<file path="config.mk">
export PLATFORM = sky130hd
export DESIGN_NAME = fnd_scan_ctrl_flat
export DESIGN_NICKNAME = d
export VERILOG_FILES = /design/src/rtl/fnd_pkg.sv /design/src/rtl/fnd_scan_ctrl_if.sv /design/src/rtl/fnd_scan_ctrl_tick_gen.sv /design/src/rtl/fnd_scan_ctrl.sv /design/src/flat_wrapper.sv
export SDC_FILE = /design/constraint.sdc
export NUM_CORES = 1
export LEC_CHECK = 0
export ABC_AREA = 1
export CORE_MARGIN = 4
export CORE_UTILIZATION = 52
export CTS_CLUSTER_DIAMETER = 30
export CTS_CLUSTER_SIZE = 12
export DETAILED_ROUTE_END_ITERATION = 10
export PLACE_DENSITY = 0.78
export SYNTH_ARGS = -nofsm -noshare
export SYNTH_HDL_FRONTEND = slang
export SYNTH_SLANG_ARGS = --single-unit
</file>
<file path="constraint.sdc">
create_clock -name clk -period 1.63 [get_ports clk]
set_input_delay 0.163 -clock clk [delete_from_list [all_inputs] [get_ports clk]]
set_output_delay 0.163 -clock clk [all_outputs]
set_load 0.1 [all_outputs]
</file>
<file path="src/rtl/fnd_pkg.sv">
`default_nettype none
//==============================================================================
// Package  : fnd_pkg
// Desc     : Shared constants, FSM state encoding and the divider helper for
//            the seven-segment scan front end (fnd_scan_ctrl).
// Revision : 1.0 - initial release
//==============================================================================
package fnd_pkg;

    // Four digits are scanned per frame, selected by a 2-bit index.
    localparam int DIGITS        = 4;
    localparam int SEL_W         = 2;
    localparam int SUM_W_DEFAULT = 9;

    // Frame-synchronous update FSM: IDLE = nothing pending, PEND = a value
    // waits for the next frame boundary.
    typedef enum logic [0:0] {
        IDLE = 1'b0,
        PEND = 1'b1
    } state_t;

    // Clock cycles spent on each digit.
    function automatic int calc_div(input int clk_hz, input int scan_hz);
        return clk_hz / scan_hz;
    endfunction

endpackage
`default_nettype wire

</file>
<file path="src/rtl/fnd_scan_ctrl_if.sv">
`default_nettype none
//==============================================================================
// Interface: fnd_scan_ctrl_if
// Desc     : valid/ready handshake carrying new adder results into the scan
//            controller. master = adder side, slave = fnd_scan_ctrl.
// Revision : 1.0 - initial release
//==============================================================================
interface fnd_scan_ctrl_if
    import fnd_pkg::*;
#(
    parameter int SUM_W = SUM_W_DEFAULT
);
    logic [SUM_W-1:0] sum_in;
    logic             sum_valid;
    logic             sum_ready;

    modport master (
        output sum_in,
        output sum_valid,
        input  sum_ready
    );

    modport slave (
        input  sum_in,
        input  sum_valid,
        output sum_ready
    );
endinterface
`default_nettype wire

</file>
<file path="src/rtl/fnd_scan_ctrl_tick_gen.sv">
`default_nettype none
//==============================================================================
// Module   : fnd_tick_gen
// Desc     : Free-running 0..DIV-1 divider; tick is high during the last count
//            so the consumer advances once every DIV cycles.
// Revision : 1.0 - initial release
//==============================================================================
module fnd_tick_gen #(
    parameter int DIV = 4
) (
    input  wire logic clk,
    input  wire logic reset_n,
    output logic      tick
);
    localparam int             CNT_W   = (DIV > 1) ? $clog2(DIV) : 1;
    localparam logic [CNT_W-1:0] CNT_MAX = CNT_W'(DIV - 1);

    logic [CNT_W-1:0] div_cnt;

    // Divider counter, wraps after the terminal count.
    always_ff @(posedge clk or negedge reset_n) begin
        if (!reset_n) begin
            div_cnt <= '0;
        end else if (div_cnt == CNT_MAX) begin
            div_cnt <= '0;
        end else begin
            div_cnt <= div_cnt + 1'b1;
        end
    end

    assign tick = (div_cnt == CNT_MAX);

endmodule
`default_nettype wire

</file>
<file path="src/rtl/fnd_scan_ctrl.sv">
`default_nettype none
//==============================================================================
// Module   : fnd_scan_ctrl
// Desc     : Digit-scan sequencer and display-value register feeding
//            fnd_controller. Steps seg_sel 0..3 every DIV cycles, pulses
//            frame_start after each 3->0 wrap, and latches adder results
//            taken over a valid/ready handshake.
// Config   : FND_FRAME_SYNC_EN defined   -> new values are held in a pending
//                                           register and shown only at the
//                                           next frame boundary.
//            FND_FRAME_SYNC_EN undefined -> every transfer updates sum on the
//                                           same edge; always ready.
// Revision : 1.0 - initial release
//==============================================================================
module fnd_scan_ctrl
    import fnd_pkg::*;
#(
    parameter int CLK_HZ  = 100_000_000,
    parameter int SCAN_HZ = 1000,
    parameter int SUM_W   = SUM_W_DEFAULT
) (
    input  wire logic        clk,
    input  wire logic        reset_n,
    fnd_scan_ctrl_if.slave   up,
    output logic [SEL_W-1:0] seg_sel,
    output logic [SUM_W-1:0] sum,
    output logic             frame_start
);
    localparam int               DIV      = calc_div(CLK_HZ, SCAN_HZ);
    localparam logic [SEL_W-1:0] LAST_SEL = SEL_W'(DIGITS - 1);

    generate
        if (DIV < 2) begin : g_div_check
            $error("fnd_scan_ctrl: CLK_HZ/SCAN_HZ must be at least 2");
        end
    endgenerate

    logic tick;
    logic wrap;
    logic ready;
    logic xfer;

    fnd_tick_gen #(
        .DIV (DIV)
    ) u_tick_gen (
        .clk     (clk),
        .reset_n (reset_n),
        .tick    (tick)
    );

    assign wrap         = tick && (seg_sel == LAST_SEL);
    assign xfer         = up.sum_valid && ready;
    assign up.sum_ready = ready;

    // Digit select advances once per tick; frame_start flags the cycle after a wrap.
    always_ff @(posedge clk or negedge reset_n) begin
        if (!reset_n) begin
            seg_sel     <= '0;
            frame_start <= 1'b0;
        end else begin
            if (tick) begin
                seg_sel <= seg_sel + 1'b1;
            end
            frame_start <= wrap;
        end
    end

`ifdef FND_FRAME_SYNC_EN

    state_t           state;
    state_t           state_nx;
    logic [SUM_W-1:0] pend;
    logic             show_pend;

    // Next state and handshake: ready while empty, or on the wrap edge when
    // the pending value is about to move to the display.
    always_comb begin
        state_nx  = state;
        show_pend = 1'b0;
        ready     = (state == IDLE) || wrap;
        case (state)
            IDLE: begin
                if (xfer) begin
                    state_nx = PEND;
                end
            end
            PEND: begin
                if (wrap) begin
                    show_pend = 1'b1;
                    state_nx  = xfer ? PEND : IDLE;
                end
            end
            default: state_nx = IDLE;
        endcase
    end

    // State, pending slot and display register.
    always_ff @(posedge clk or negedge reset_n) begin
        if (!reset_n) begin
            state <= IDLE;
            pend  <= '0;
            sum   <= '0;
        end else begin
            state <= state_nx;
            if (show_pend) begin
                sum <= pend;
            end
            if (xfer) begin
                pend <= up.sum_in;
            end
        end
    end

`else

    assign ready = 1'b1;

    // Immediate update: every transfer goes straight to the display.
    always_ff @(posedge clk or negedge reset_n) begin
        if (!reset_n) begin
            sum <= '0;
        end else if (xfer) begin
            sum <= up.sum_in;
        end
    end

`endif

endmodule
`default_nettype wire

</file>
<file path="src/flat_wrapper.sv">
// flat-port wrapper written by rule: the top's interface ports become plain ports
module fnd_scan_ctrl_flat import fnd_pkg::*;
#(
    parameter int CLK_HZ  = 100_000_000,
    parameter int SCAN_HZ = 1000,
    parameter int SUM_W   = SUM_W_DEFAULT
)
  (clk, reset_n, seg_sel, sum, frame_start, up_sum_in, up_sum_valid, up_sum_ready);
  fnd_scan_ctrl_if #(.SUM_W(SUM_W)) up_i ();
  input  wire logic clk;
  input  wire logic reset_n;
  output logic [SEL_W-1:0] seg_sel;
  output logic [SUM_W-1:0] sum;
  output logic frame_start;
  input wire logic [$bits(up_i.sum_in)-1:0] up_sum_in;
  input wire logic [$bits(up_i.sum_valid)-1:0] up_sum_valid;
  output wire logic [$bits(up_i.sum_ready)-1:0] up_sum_ready;
  assign up_i.sum_in = up_sum_in;
  assign up_i.sum_valid = up_sum_valid;
  assign up_sum_ready = up_i.sum_ready;
  fnd_scan_ctrl #(.CLK_HZ(CLK_HZ), .SCAN_HZ(SCAN_HZ), .SUM_W(SUM_W)) u_core (.clk(clk), .reset_n(reset_n), .up(up_i), .seg_sel(seg_sel), .sum(sum), .frame_start(frame_start));
endmodule
</file>
; After elaboration in Yosys (flattened, before gate mapping)
; Cells that the tools add are included.
[totals]
register_bits = 29
word_cells = 10
[classes]
reduce_logical = 1
mux = 1
n_addsub = 2
eq_ne = 2
[ops]
columns = operator, count
row1 = $add A17 B1 Y17 const B, 1
row2 = $eq A17 B17 Y1 const B, 1
row3 = $mux W17, 1
row4 = $add A2 B1 Y2 const B, 1
row5 = $eq A2 B2 Y1 const B, 1
row6 = $logic_and A1 B1 Y1, 1

; Logic depth before layout (Yosys ltp)
[logic_depth]
ltp_word = 2
depth_mapped = 7
depth_no_buf = 7

; Modules after synthesis
; From an unflattened synthesis, not the netlist that was laid out.
[unflattened]
cells_unflattened = 192
area_unflattened_um2 = 1456.4
[modules_own_cells]
columns = mod, area_each_um2, seq_area_each_um2, cells_each, instances
row1 = fnd_tick_gen, 978.4, 425.4, 138, 1
row2 = fnd_scan_ctrl, 478.0, 300.3, 54, 1

; Least setup slack after synthesis
; OpenSTA, ideal clock, no wires.
[synth_path]
path_type = reg2reg
start = register u_core.seg_sel[0]
end = register u_core.seg_sel[1]
t_required_ps = 1510
setup_time_ps = 120
setup_slack_ps = 120
t_arrival_ps = 1390
stages_incl_launch_ff = 4
cell_sequence = dfrtp_1 ha_1 nand2_1 nand2_1
[synth_via]
elab_chain_cells = 1
[synth_lines]
columns = item, line_no
row1 = start: declaration, fnd_scan_ctrl.sv:25  ; output logic [SEL_W-1:0] seg_sel,
row2 = start signal: assignment, fnd_scan_ctrl.sv:62  ; seg_sel <= seg_sel + 1'b1;
row3 = $add A2 B1 Y2, fnd_scan_ctrl.sv:62
; Every way passes these cells.
; A chain may end at the register's enable or synchronous reset.

; Worst setup path after layout
[layout_path]
start = register u_core.u_tick_gen.div_cnt[0]
end = register u_core.u_tick_gen.div_cnt[15]
[layout_via]
elab_chain_cells = 2
elab_cells_between_ends = 3
[layout_lines]
columns = item, line_no
row1 = start: declaration, fnd_scan_ctrl_tick_gen.sv:18  ; logic [CNT_W-1:0] div_cnt;
row2 = start signal: assignment, fnd_scan_ctrl_tick_gen.sv:27  ; div_cnt <= div_cnt + 1'b1;
row3 = $add A17 B1 Y17 / $eq A17 B17 Y1 (equally long branches), "fnd_scan_ctrl_tick_gen.sv:27, fnd_scan_ctrl_tick_gen.sv:24"
row4 = $mux W17 *, fnd_scan_ctrl_tick_gen.sv:24  ; end else if (div_cnt == CNT_MAX) begin
; Mark *: on every way between the ends. The rest lies on a longest branch, timed or not.

==> summary.md <==
| Metric | Value |
|---|---|
| Yosys warning total | 0 |
| DRT Pass-1 Iters | 4 |
| Placed Cells incl. Taps | 239 |
| Max-slew violations | 0 |
| Die height | 62.07 um |
| Grt total ovfl | 0 |
| CP arrival | 1630 ps |
| CTS tree | built |
| Post-synthesis mux area share | 6.667% |
| Final Critical Period | 1402 ps |
| Most instantiated cells after synthesis | nand2_1 (47), inv_1 (32), dfrtp_1 (29) |
| Final period util | 86.02% |
| Synth Area in XOR/XNOR | 2.305% |
| Post-Route WL | 3.281 mm |
| Die area | 3853 sq um |
| Final GP Congestion | 0.8513 |
| Setup crit end kind | flop |
| R2r setup slk | 230 ps |
| #FFs+latches synth | 29 |
| Clock Tree Buf Depth | 2 |
| TritonCTS Buffers | 5 |
| Slowest-stage cell, CP | dfrtp_1 |
| Syn_area_per_cell | 8.173 sq um |
| Vias in the first global route | 1268 |
| Post-Synthesis Cells | 186 |
| Root buffer cell | clkbuf_4 |
| Fraction of registers with async set/reset | 100.0% |
| Endpoints failing hold | 0 |
| Post-Synthesis Cell Area | 1520 sq um |
| Crit-path cells | ha_1, nand3_4, inv_2, nand3_2, nand2_1, nor2_1 |
| Port Buf Inserts | 23 |
| Cell Rows | 19 |
| Worst-skew pair later-pin latency | 330 ps |
| Worst VDD drop | 803.6 uV |
| Top FF cell, synth | dfrtp_1 |
| Buffers and inverters on the worst path | 1 |
| Gr usage total | 20.25% |
| Die width | 62.07 um |
| Pleak | 1.028 nW |
| Clock skew | 4.664 ps |
| Fmax | 0.7132 GHz |
| CP max stage delay | 400 ps |
| CP Class | flop to flop |
| Synth Net Count | 200 |
| Worst-path clk slew | 90 ps |
| Final setup margin | 227.9 ps |
| DR WL/cell | 13.28 um |
| DRC Markers | 0 |
| Clock sink count | 29 |
| Area Overhead vs Synth | 28.64% |
| Count leader, synth | nand2_1 |
| Vias | 1266 |
| Share of layout cells above drive strength 1 | 18.98% |
| Worst min path class | primary input to asynchronous set/reset pin |
| Netlist cell types | 23 |
| Net count reported at finish | 229 |
| CP top delay family | simple AND/OR/NAND/NOR gates |
| Post-CTS sizing | 0 |
| Worst slack, placed | 233.7 ps |
| Final antenna-violating net count | 0 |
| Number of flops mapped to enable cells by yosys | 0 |
| Io pins | 25 |
| H-tree depth | 2 |
| Layout Cells excl Fill | 247 |
| Largest family of logic cells by synthesized area | simple AND/OR/NAND/NOR gates |
| Initial core utilization | 54.66% |
| First-pass GRT wire length | 5.485 mm |
| Ant diodes | 0 |
| Sequential share of the synthesized area | 47.74% |
| Max-Cap Viols | 0 |
| CTS Hold Bufs | 0 |
| Core box area | 2781 sq um |
| Outcome | complete, no violations |
| Synth Area in Compound Gates | 1.811% |
| RSZ-0062 raised after global routing | false |
| Setup TNS | 0 ps |
| Adder-cell share of the synthesized area | 1.646% |
| Final setup viols | 0 |
| 1st-iter DRT viols | 105 |
| Post CTS Setup Buffer Count | 0 |
| Pwr per Cell Area | 779.2 nW/um^2 |
| Initial antenna violation count | 0 |
| Critical path required time | 1850 ps |
| Crit-path max FO | 9 |
| Fillers | 224 |
| Drt via density | 5.126 |
| Post-DP HPWL | 2.518 mm |
| Synth area leader | dfrtp_1 |
| Largest cells by area after synthesis | dfrtp_1 (48%), nand2_1 (12%), inv_1 (7.9%), mux2_2 (6.7%), nor2_1 (6.7%) |
| Largest net degree at the start of global routing | 30 |
| Simple-Gate Fraction of Synth Area | 30.62% |
| Yosys top cell area share | 47.74% |
| CP Launch Type | flop |
## worst paths after layout
| kind | from | end | cells past startpoint |
|---|---|---|---|
| worst min-delay path | reset_n | u_core.u_tick_gen.div_cnt[13] | 2 |
| max in group asynchronous | reset_n | u_core.seg_sel[0] | 2 |
| min in group clk | up_sum_in[4] | u_core.sum[4] | 2 |
| worst max-delay path | u_core.u_tick_gen.div_cnt[0] | u_core.u_tick_gen.div_cnt[15] | 6 |
| worst min register to register | u_core.u_tick_gen.div_cnt[0] | u_core.u_tick_gen.div_cnt[0] | 3 |
| worst max register to register | u_core.u_tick_gen.div_cnt[0] | u_core.u_tick_gen.div_cnt[15] | 6 |
## power by group
group	internal [W]	total [W]	switching (W)
clock	0.000164	0.000411	0.000248
combinational	0.000129	0.000346	0.000217
sequential	0.000741	0.000766	0.0000250
## area by class of cell
class	instances	area [sq um]	area share, %
Tap cell	31	38.79	1.983
Multi-Input combinational cell	122	658.1	33.65
Sequential cell	29	725.7	37.11
Timing Repair Buffer	24	357.8	18.30
Clock buffer	6	41.29	2.111
Inverter	33	123.9	6.334
Clock inverter	2	10.01	0.5118
## cell usage in the layout (no fill, tap or decap), drive strengths merged
cell	n
nand2	47
inv	33
nor2	33
dfrtp	29
nand3	14
buf	13
clkdlybuf4s50	11
mux2	9
clkbuf	6
nand4	5
a21oi	3
xor2	3
ha	2
clkinv	2
nor3	1
o21bai	1
xnor2	1
o21ai	1
or2	1
conb	1
## metrics by stage
stage,area (sq um),utilization (%),hold slack [ps],total power [W]
after global routing,1956,70.31,220.9,0.001605
after floorplan,1520,-,-132.6,0.0009709
after detailed placement,1904,68.47,554.8,0.001130
after global placement,1904,68.47,535.3,0.001124
final,1956,70.31,218.3,0.001524
after CTS,1956,70.31,228.2,0.001533
## layer usage
| layer | up-vias | track usage (%) | routed length [um] |
|---|---|---|---|
| met5 | - | 0 | 0 |
| met4 | 0 | 7.273 | 60 |
| met3 | 7 | 10.12 | 295 |
| met2 | 48 | 32.99 | 1608 |
| met1 | 586 | 22.83 | 1315 |
| li1 | 625 | - | - |
## worst reg2reg max path, cell delays in order, from the launching register on
cell and delay, ps:
dfrtp_1 400, ha_1 250, nand3_4 160, inv_2 110, nand3_2 200, nand2_1 130, nor2_1 50
## sequential cells by signal, indices dropped and copies added, names as in the netlist
register,flops
u_core.u_tick_gen.div_cnt,17
u_core.frame_start,1
u_core.seg_sel,2
u_core.sum,9
## logic make-up (layout without fill, tap and decap cells)
| group | after synthesis | after routing |
|---|---|---|
| buffers and inverters | 35 | 65 |
| DFF | 29 | 29 |
| muxes | 9 | 9 |
| and+or+nand+nor | 101 | 101 |
| other | 1 | 1 |
| adders and majority gates | 2 | 2 |
| AOI/OAI and AO/OA | 5 | 5 |
| xor gates and xnor gates | 4 | 4 |
No activity file was read; power rests on OpenSTA's default activity.
